File: config.mk
export PLATFORM = sky130hd
export DESIGN_NAME = fetch_buffer_flat
export DESIGN_NICKNAME = d
export VERILOG_FILES = /design/src/rtl/lite16_pkg.sv /design/src/rtl/fetch_buffer_if.sv /design/src/rtl/fetch_buffer_mem.sv /design/src/rtl/fetch_buffer.sv /design/src/flat_wrapper.sv
export SDC_FILE = /design/constraint.sdc
export NUM_CORES = 1
export LEC_CHECK = 0
export CAP_MARGIN = 20
export CORE_MARGIN = 1.5
export CORE_UTILIZATION = 30
export CTS_BUF_LIST = sky130_fd_sc_hd__clkbuf_4 sky130_fd_sc_hd__clkbuf_8
export DETAILED_ROUTE_END_ITERATION = 10
export MAX_ROUTING_LAYER = met4
export PLACE_DENSITY = 0.5
export SETUP_SLACK_MARGIN = 0.15
export SLEW_MARGIN = 25
export SYNTH_ARGS = -nofsm -noshare
export SYNTH_HDL_FRONTEND = slang
export SYNTH_SLANG_ARGS = --single-unit
File: constraint.sdc
create_clock -name clk -period 2.4 [get_ports clk]
set_input_delay 0.48 -clock clk [delete_from_list [all_inputs] [get_ports clk]]
set_output_delay 0.48 -clock clk [all_outputs]
set_load 0.01 [all_outputs]
File: src/rtl/lite16_pkg.sv
// Shared constants for the lite16 front end: datapath word width, fetch
// buffer depth, and the occupancy-counter width helper.
package lite16_pkg;

  localparam int WORD_W   = 16;
  localparam int FB_DEPTH = 4;

  // An occupancy counter must represent 0..depth inclusive, hence the extra bit.
  function automatic int fb_cnt_w(input int depth);
    return $clog2(depth) + 1;
  endfunction

endpackage

File: src/rtl/fetch_buffer_if.sv
// Fetch-to-decode handshake bundle. The master side is the fetch stage plus
// the decode consumer; the slave side is the buffer itself.
interface fetch_buffer_if
  import lite16_pkg::*;
#(
  parameter int WIDTH = WORD_W,
  parameter int DEPTH = FB_DEPTH
);

  localparam int CNT_W = fb_cnt_w(DEPTH);

  logic             in_valid;
  logic [WIDTH-1:0] in_instr;
  logic [WIDTH-1:0] in_pc;
  logic             in_ready;
  logic             out_valid;
  logic [WIDTH-1:0] out_instr;
  logic [WIDTH-1:0] out_pc;
  logic             out_ready;
  logic             flush;
  logic [CNT_W-1:0] count;

  modport master (
    output in_valid, in_instr, in_pc, out_ready, flush,
    input  in_ready, out_valid, out_instr, out_pc, count
  );

  modport slave (
    input  in_valid, in_instr, in_pc, out_ready, flush,
    output in_ready, out_valid, out_instr, out_pc, count
  );

endinterface

File: src/rtl/fetch_buffer_mem.sv
// Entry storage for the fetch buffer: DEPTH words of {pc, instr}, one write
// port, one combinational read port, asynchronously cleared.
module fetch_mem
  import lite16_pkg::*;
#(
  parameter int WIDTH = WORD_W,
  parameter int DEPTH = FB_DEPTH
) (
  input  logic                     i_clk,
  input  logic                     i_rst_n,
  input  logic                     i_we,
  input  logic [$clog2(DEPTH)-1:0] i_waddr,
  input  logic [2*WIDTH-1:0]       i_wdata,
  input  logic [$clog2(DEPTH)-1:0] i_raddr,
  output logic [2*WIDTH-1:0]       o_rdata
);

  logic [2*WIDTH-1:0] r_mem [DEPTH];

  always_ff @(posedge i_clk or negedge i_rst_n) begin
    if (!i_rst_n) begin
      for (int i = 0; i < DEPTH; i++) begin
        r_mem[i] <= '0;
      end
    end else if (i_we) begin
      r_mem[i_waddr] <= i_wdata;
    end
  end

  assign o_rdata = r_mem[i_raddr];

endmodule

File: src/rtl/fetch_buffer.sv
// Fetch buffer between the PC/ROM stage and decode: a DEPTH-entry FIFO with
// registered-only output (one-cycle fetch-to-decode latency) and jump flush.
module fetch_buffer
  import lite16_pkg::*;
#(
  parameter int WIDTH = WORD_W,
  parameter int DEPTH = FB_DEPTH
) (
  input  logic           clk,
  input  logic           rst,
  fetch_buffer_if.slave  bus
);

  localparam int PTR_W = $clog2(DEPTH);
  localparam int CNT_W = fb_cnt_w(DEPTH);

  logic [PTR_W-1:0]   r_rd_ptr;
  logic [PTR_W-1:0]   r_wr_ptr;
  logic [CNT_W-1:0]   r_count;

  logic               w_in_ready;
  logic               w_out_valid;
  logic               w_push;
  logic               w_pop;
  logic               w_mem_we;
  logic [2*WIDTH-1:0] w_wr_data;
  logic [2*WIDTH-1:0] w_rd_data;

  // Handshake flags depend only on registered occupancy: no pass-through
  // when full and no bypass when empty.
  assign w_in_ready  = (r_count < CNT_W'(DEPTH));
  assign w_out_valid = (r_count != '0);
  assign w_push      = bus.in_valid  & w_in_ready;
  assign w_pop       = bus.out_ready & w_out_valid;

  // A flush cancels any concurrent push, so storage must not be written either.
  assign w_mem_we    = w_push & ~bus.flush;
  assign w_wr_data   = {bus.in_pc, bus.in_instr};

  always_ff @(posedge clk or negedge rst) begin
    if (!rst) begin
      r_rd_ptr <= '0;
      r_wr_ptr <= '0;
      r_count  <= '0;
    end else if (bus.flush) begin
      r_rd_ptr <= '0;
      r_wr_ptr <= '0;
      r_count  <= '0;
    end else begin
      if (w_push) begin
        r_wr_ptr <= r_wr_ptr + PTR_W'(1);
      end
      if (w_pop) begin
        r_rd_ptr <= r_rd_ptr + PTR_W'(1);
      end
      case ({w_push, w_pop})
        2'b10:   r_count <= r_count + CNT_W'(1);
        2'b01:   r_count <= r_count - CNT_W'(1);
        default: r_count <= r_count;
      endcase
    end
  end

  fetch_mem #(
    .WIDTH (WIDTH),
    .DEPTH (DEPTH)
  ) u_mem (
    .i_clk   (clk),
    .i_rst_n (rst),
    .i_we    (w_mem_we),
    .i_waddr (r_wr_ptr),
    .i_wdata (w_wr_data),
    .i_raddr (r_rd_ptr),
    .o_rdata (w_rd_data)
  );

  assign bus.in_ready  = w_in_ready;
  assign bus.out_valid = w_out_valid;
  assign bus.out_instr = w_out_valid ? w_rd_data[WIDTH-1:0]       : '0;
  assign bus.out_pc    = w_out_valid ? w_rd_data[2*WIDTH-1:WIDTH] : '0;
  assign bus.count     = r_count;

endmodule

File: src/flat_wrapper.sv
// flat-port wrapper written by rule: the top's interface ports become plain ports
module fetch_buffer_flat import lite16_pkg::*;
#(
  parameter int WIDTH = WORD_W,
  parameter int DEPTH = FB_DEPTH
)
  (clk, rst, bus_in_valid, bus_in_instr, bus_in_pc, bus_out_ready, bus_flush, bus_in_ready, bus_out_valid, bus_out_instr, bus_out_pc, bus_count);
  fetch_buffer_if #(.WIDTH(WIDTH), .DEPTH(DEPTH)) bus_i ();
  input  logic clk;
  input  logic rst;
  input wire logic [$bits(bus_i.in_valid)-1:0] bus_in_valid;
  input wire logic [$bits(bus_i.in_instr)-1:0] bus_in_instr;
  input wire logic [$bits(bus_i.in_pc)-1:0] bus_in_pc;
  input wire logic [$bits(bus_i.out_ready)-1:0] bus_out_ready;
  input wire logic [$bits(bus_i.flush)-1:0] bus_flush;
  output wire logic [$bits(bus_i.in_ready)-1:0] bus_in_ready;
  output wire logic [$bits(bus_i.out_valid)-1:0] bus_out_valid;
  output wire logic [$bits(bus_i.out_instr)-1:0] bus_out_instr;
  output wire logic [$bits(bus_i.out_pc)-1:0] bus_out_pc;
  output wire logic [$bits(bus_i.count)-1:0] bus_count;
  assign bus_i.in_valid = bus_in_valid;
  assign bus_i.in_instr = bus_in_instr;
  assign bus_i.in_pc = bus_in_pc;
  assign bus_i.out_ready = bus_out_ready;
  assign bus_i.flush = bus_flush;
  assign bus_in_ready = bus_i.in_ready;
  assign bus_out_valid = bus_i.out_valid;
  assign bus_out_instr = bus_i.out_instr;
  assign bus_out_pc = bus_i.out_pc;
  assign bus_count = bus_i.count;
  fetch_buffer #(.WIDTH(WIDTH), .DEPTH(DEPTH)) u_core (.clk(clk), .rst(rst), .bus(bus_i));
endmodule
==> results by group <==
Status
  • Outcome: complete, but fails checks
  • Failing checks: negative setup slack

Floorplan
  • Row cnt: 52
  • Die Wd: 148 um
  • Initial core utilization: 30.8%
  • Die Area: 21900 um^2
  • Io pins: 74
  • Die height: 148 um
  • Core ar.: 20400 um^2

Setup path
  • Crit-path max FO: 8
  • Most frequent CP cell: buf_6
  • Slowest-stage cell, CP: mux4_2
  • Worst reg2reg path depth: 8
  • Worst path max stage delay: 430 ps
  • Crit path DAT: 2040 ps
  • Startpoint Class: flop
  • Cell breakdown of the critical path: buf_6 -> buf_6 -> buf_12 -> buf_16 -> mux4_2 -> and2_4 -> buf_6
  • Setup CP Type: flop to output pin
  • Critical Path End Type: output pin
  • Worst Path Required: 1920 ps

STA
  • RSZ-0062 raised after global routing: true
  • Measured slew at the worst slew-check pin: 606 ps
  • Fin Clk Skew: 8.16 ps
  • Final Setup Violations: 30
  • WHS: 18.3 ps
  • Final Hold Fails: 0
  • Final setup margin: -120 ps
  • Max Freq: 397 MHz
  • Final Max Slew Viols: 0
  • Min Tclk post-route: 2520 ps
  • Final period util: 105%
  • Slew headroom: 59.6%

Power
  • Gate power share: 32.6%
  • Power Internal: 5.91 mW
  • Leakage power: 3.52 nW
  • Reg power frac: 42.7%
  • Peak VDD IR: 0.000344 V
  • Switching power: 2.20 mW
  • Total Power: 8.11 mW
  • Cell area power density: 984 nW/um^2
  • Clock network power share: 24.7%
  • Switching Fraction: 27.1%

Synth
  • Post-synthesis area per instance: 15.7 um^2
  • #FFs+latches synth: 135
  • EDFF count, synth: 0
  • Post-Synthesis Cells: 402
  • Yosys top cell area share: 53.7%
  • Synth area leaders: dfrtp_1 (54%), mux2_2 (21%), mux4_2 (11%)
  • Synth warnings: 0
  • Yosys cell types: 28
  • Synth Flop Type: dfrtp_1
  • Post-Syn Nets: 444
  • Async set-reset flop share out of synthesis: 100%
  • Yosys top cell by area: dfrtp_1
  • Post-Synthesis Cell Area: 6290 um^2
  • Seq/Total Area, Yosys: 53.7%

Global routing
  • Vias in the first global route: 4109
  • Most crowded layer after global routing: met2
  • GR Util met1: 18.4%
  • Global Route met3 Usage: 3.21%
  • GR Overflow Total: 0
  • Global Route Usage Sum: 14.8%
  • Routing usage on met2: 24.2%
  • Global-route wire length before repair: 23800 um
  • Largest net degree at the start of global routing: 62
  • Initial antenna violation count: 0

Placement
  • Placed cell count: 743
  • PortBufs: 73
  • Detail Placement HPWL: 9000 um
  • Final RePlAce weighted congestion: 0.734

Layout
  • Nets: 549
  • Layout cell share with drive strength beyond 1: 55.8%
  • Fillcell total: 1936
  • P&R area growth vs syn: 31.0%
  • Antenna Cells: 0
  • Commonest non-fill, non-tap cell in the layout: dfrtp_1
  • Final Non-Filler Cells: 790
  • Most frequent cells in the layout: dfrtp_1 (133), mux2_2 (120), clkdlybuf4s50_1 (39)

Flow run
  • Max_cap viols: 0

Clock network
  • Clk Latency, worst-skew pair: 430 ps
  • CTS tree: yes
  • Worst-path clk slew: 80 ps
  • CTS root buffer: clkbuf_8
  • H-tree depth: 4
  • Num CTS Buffers: 17
  • Deepest clock path buffer count: 2
  • Clock Sinks: 135

Routing
  • First-pass DRT Iterations: 4
  • DR WL/cell: 18.2 um
  • Initial DRC Count: 121
  • Final WL: 14400 um
  • DRC viols: 0
  • Final ANT Viol Nets: 0
  • Via/cell ratio: 4.73
  • Vias: 3735

Hold path
  • HP Class: input port to asynchronous set/reset pin
## worst max-delay path: cells and delay by family (launching register included)
| kind | cells | cell delay [ps] |
|---|---|---|
| buffers and inverters | 5 | 600 |
| muxes | 1 | 430 |
| DFF | 1 | 420 |
| and+or+nand+nor | 1 | 160 |
## synth_stat cells, types with 5 or more instances
cell type / n
dfrtp_1: 135
mux2_2: 120
and2_1: 32
mux4_2: 32
buf_6: 12
clkbuf_1: 9
mux2_1: 8
nor2_1: 7
o21ai_0: 6
buf_2: 5
nand2_1: 5
## cells by family (layout without fill, tap and decap cells)
group                    count (synthesis)  in the layout  share of synthesized area, %
XOR/XNOR                                 4              4                         0.557
adder cells (fa/ha/maj)                  5              5                          1.11
AO/OA/AOI/OAI                           12             12                          1.05
flip-flops                             135            135                          53.7
AND/OR/NAND/NOR                         54             54                          5.65
multiplexers                           161            161                          34.5
buffers and inverters                   31            149                          3.44
## layout make-up
| class | instances | area (um^2) | area share [%] |
|---|---|---|---|
| Sequential cell | 135 | 3380 | 41.0 |
| Clock inverter | 13 | 171 | 2.08 |
| Timing Repair Buffer | 113 | 1300 | 15.8 |
| Clock buffer | 19 | 262 | 3.17 |
| Inverter | 4 | 15.0 | 0.182 |
| Multi-Input combinational cell | 236 | 2770 | 33.6 |
| Tap cell | 270 | 338 | 4.10 |
## flip-flops by register name, summed over array words and instances, names as in the netlist
register,flops
u_core.u_mem.r_mem,128
u_core.bus.count,3
u_core.r_rd_ptr,2
u_core.r_wr_ptr,2
## worst paths after layout
kind	from	end	slack, ps
worst min register to register	u_core.u_mem.r_mem[89]$_DFFE_PN0P_	u_core.u_mem.r_mem[89]$_DFFE_PN0P_	490
worst min-delay path	rst	u_core.u_mem.r_mem[117]$_DFFE_PN0P_	20
worst max-delay path	u_core.r_rd_ptr[0]$_DFFE_PN0P_	bus_out_instr[15]	-120
worst max register to register	u_core.bus.count[2]$_DFFE_PN0P_	u_core.bus.count[2]$_DFFE_PN0P_	290
min in group clk	u_core.u_mem.r_mem[89]$_DFFE_PN0P_	u_core.u_mem.r_mem[89]$_DFFE_PN0P_	490
max in group asynchronous	rst	u_core.u_mem.r_mem[52]$_DFFE_PN0P_	1680
## power by group through the flow
stage	combinational (mW)	clock, mW	sequential [mW]
after floorplan	1.56	0	3.38
after global placement	2.31	0	3.48
after detailed placement	2.37	0	3.52
after CTS	2.59	2.09	3.47
after global routing	2.85	2.20	3.59
final	2.64	2.00	3.47
## routing by layer
layer,wire [um],vias to the layer above
met5,0,-
met4,161,0
met3,381,15
li1,-,1672
met1,6390,1992
met2,7460,56
## stage by stage
stage / setup slack (ps) / util, % / setup TNS [ps] / area (um^2)
detailed placement: -8.73 / 36.8 / -12.4 / 7510
global route: -208 / 40.3 / -4790 / 8240
floorplan: 337 / - / 0 / 6290
finish: -120 / 40.3 / -1990 / 8240
CTS: -168 / 39.9 / -3670 / 8160
global placement: 23.9 / 36.8 / 0 / 7510
## repair_timing
item	in CTS	in global routing
hold buffers	0	0
pin swaps	20	7
endpoints found under the setup margin	33	34
buffers inserted	11	1
hold endpoints to repair	0	0
gates resized for setup	175	17
cloned	3	0
(Power assumes the default switching activity.)
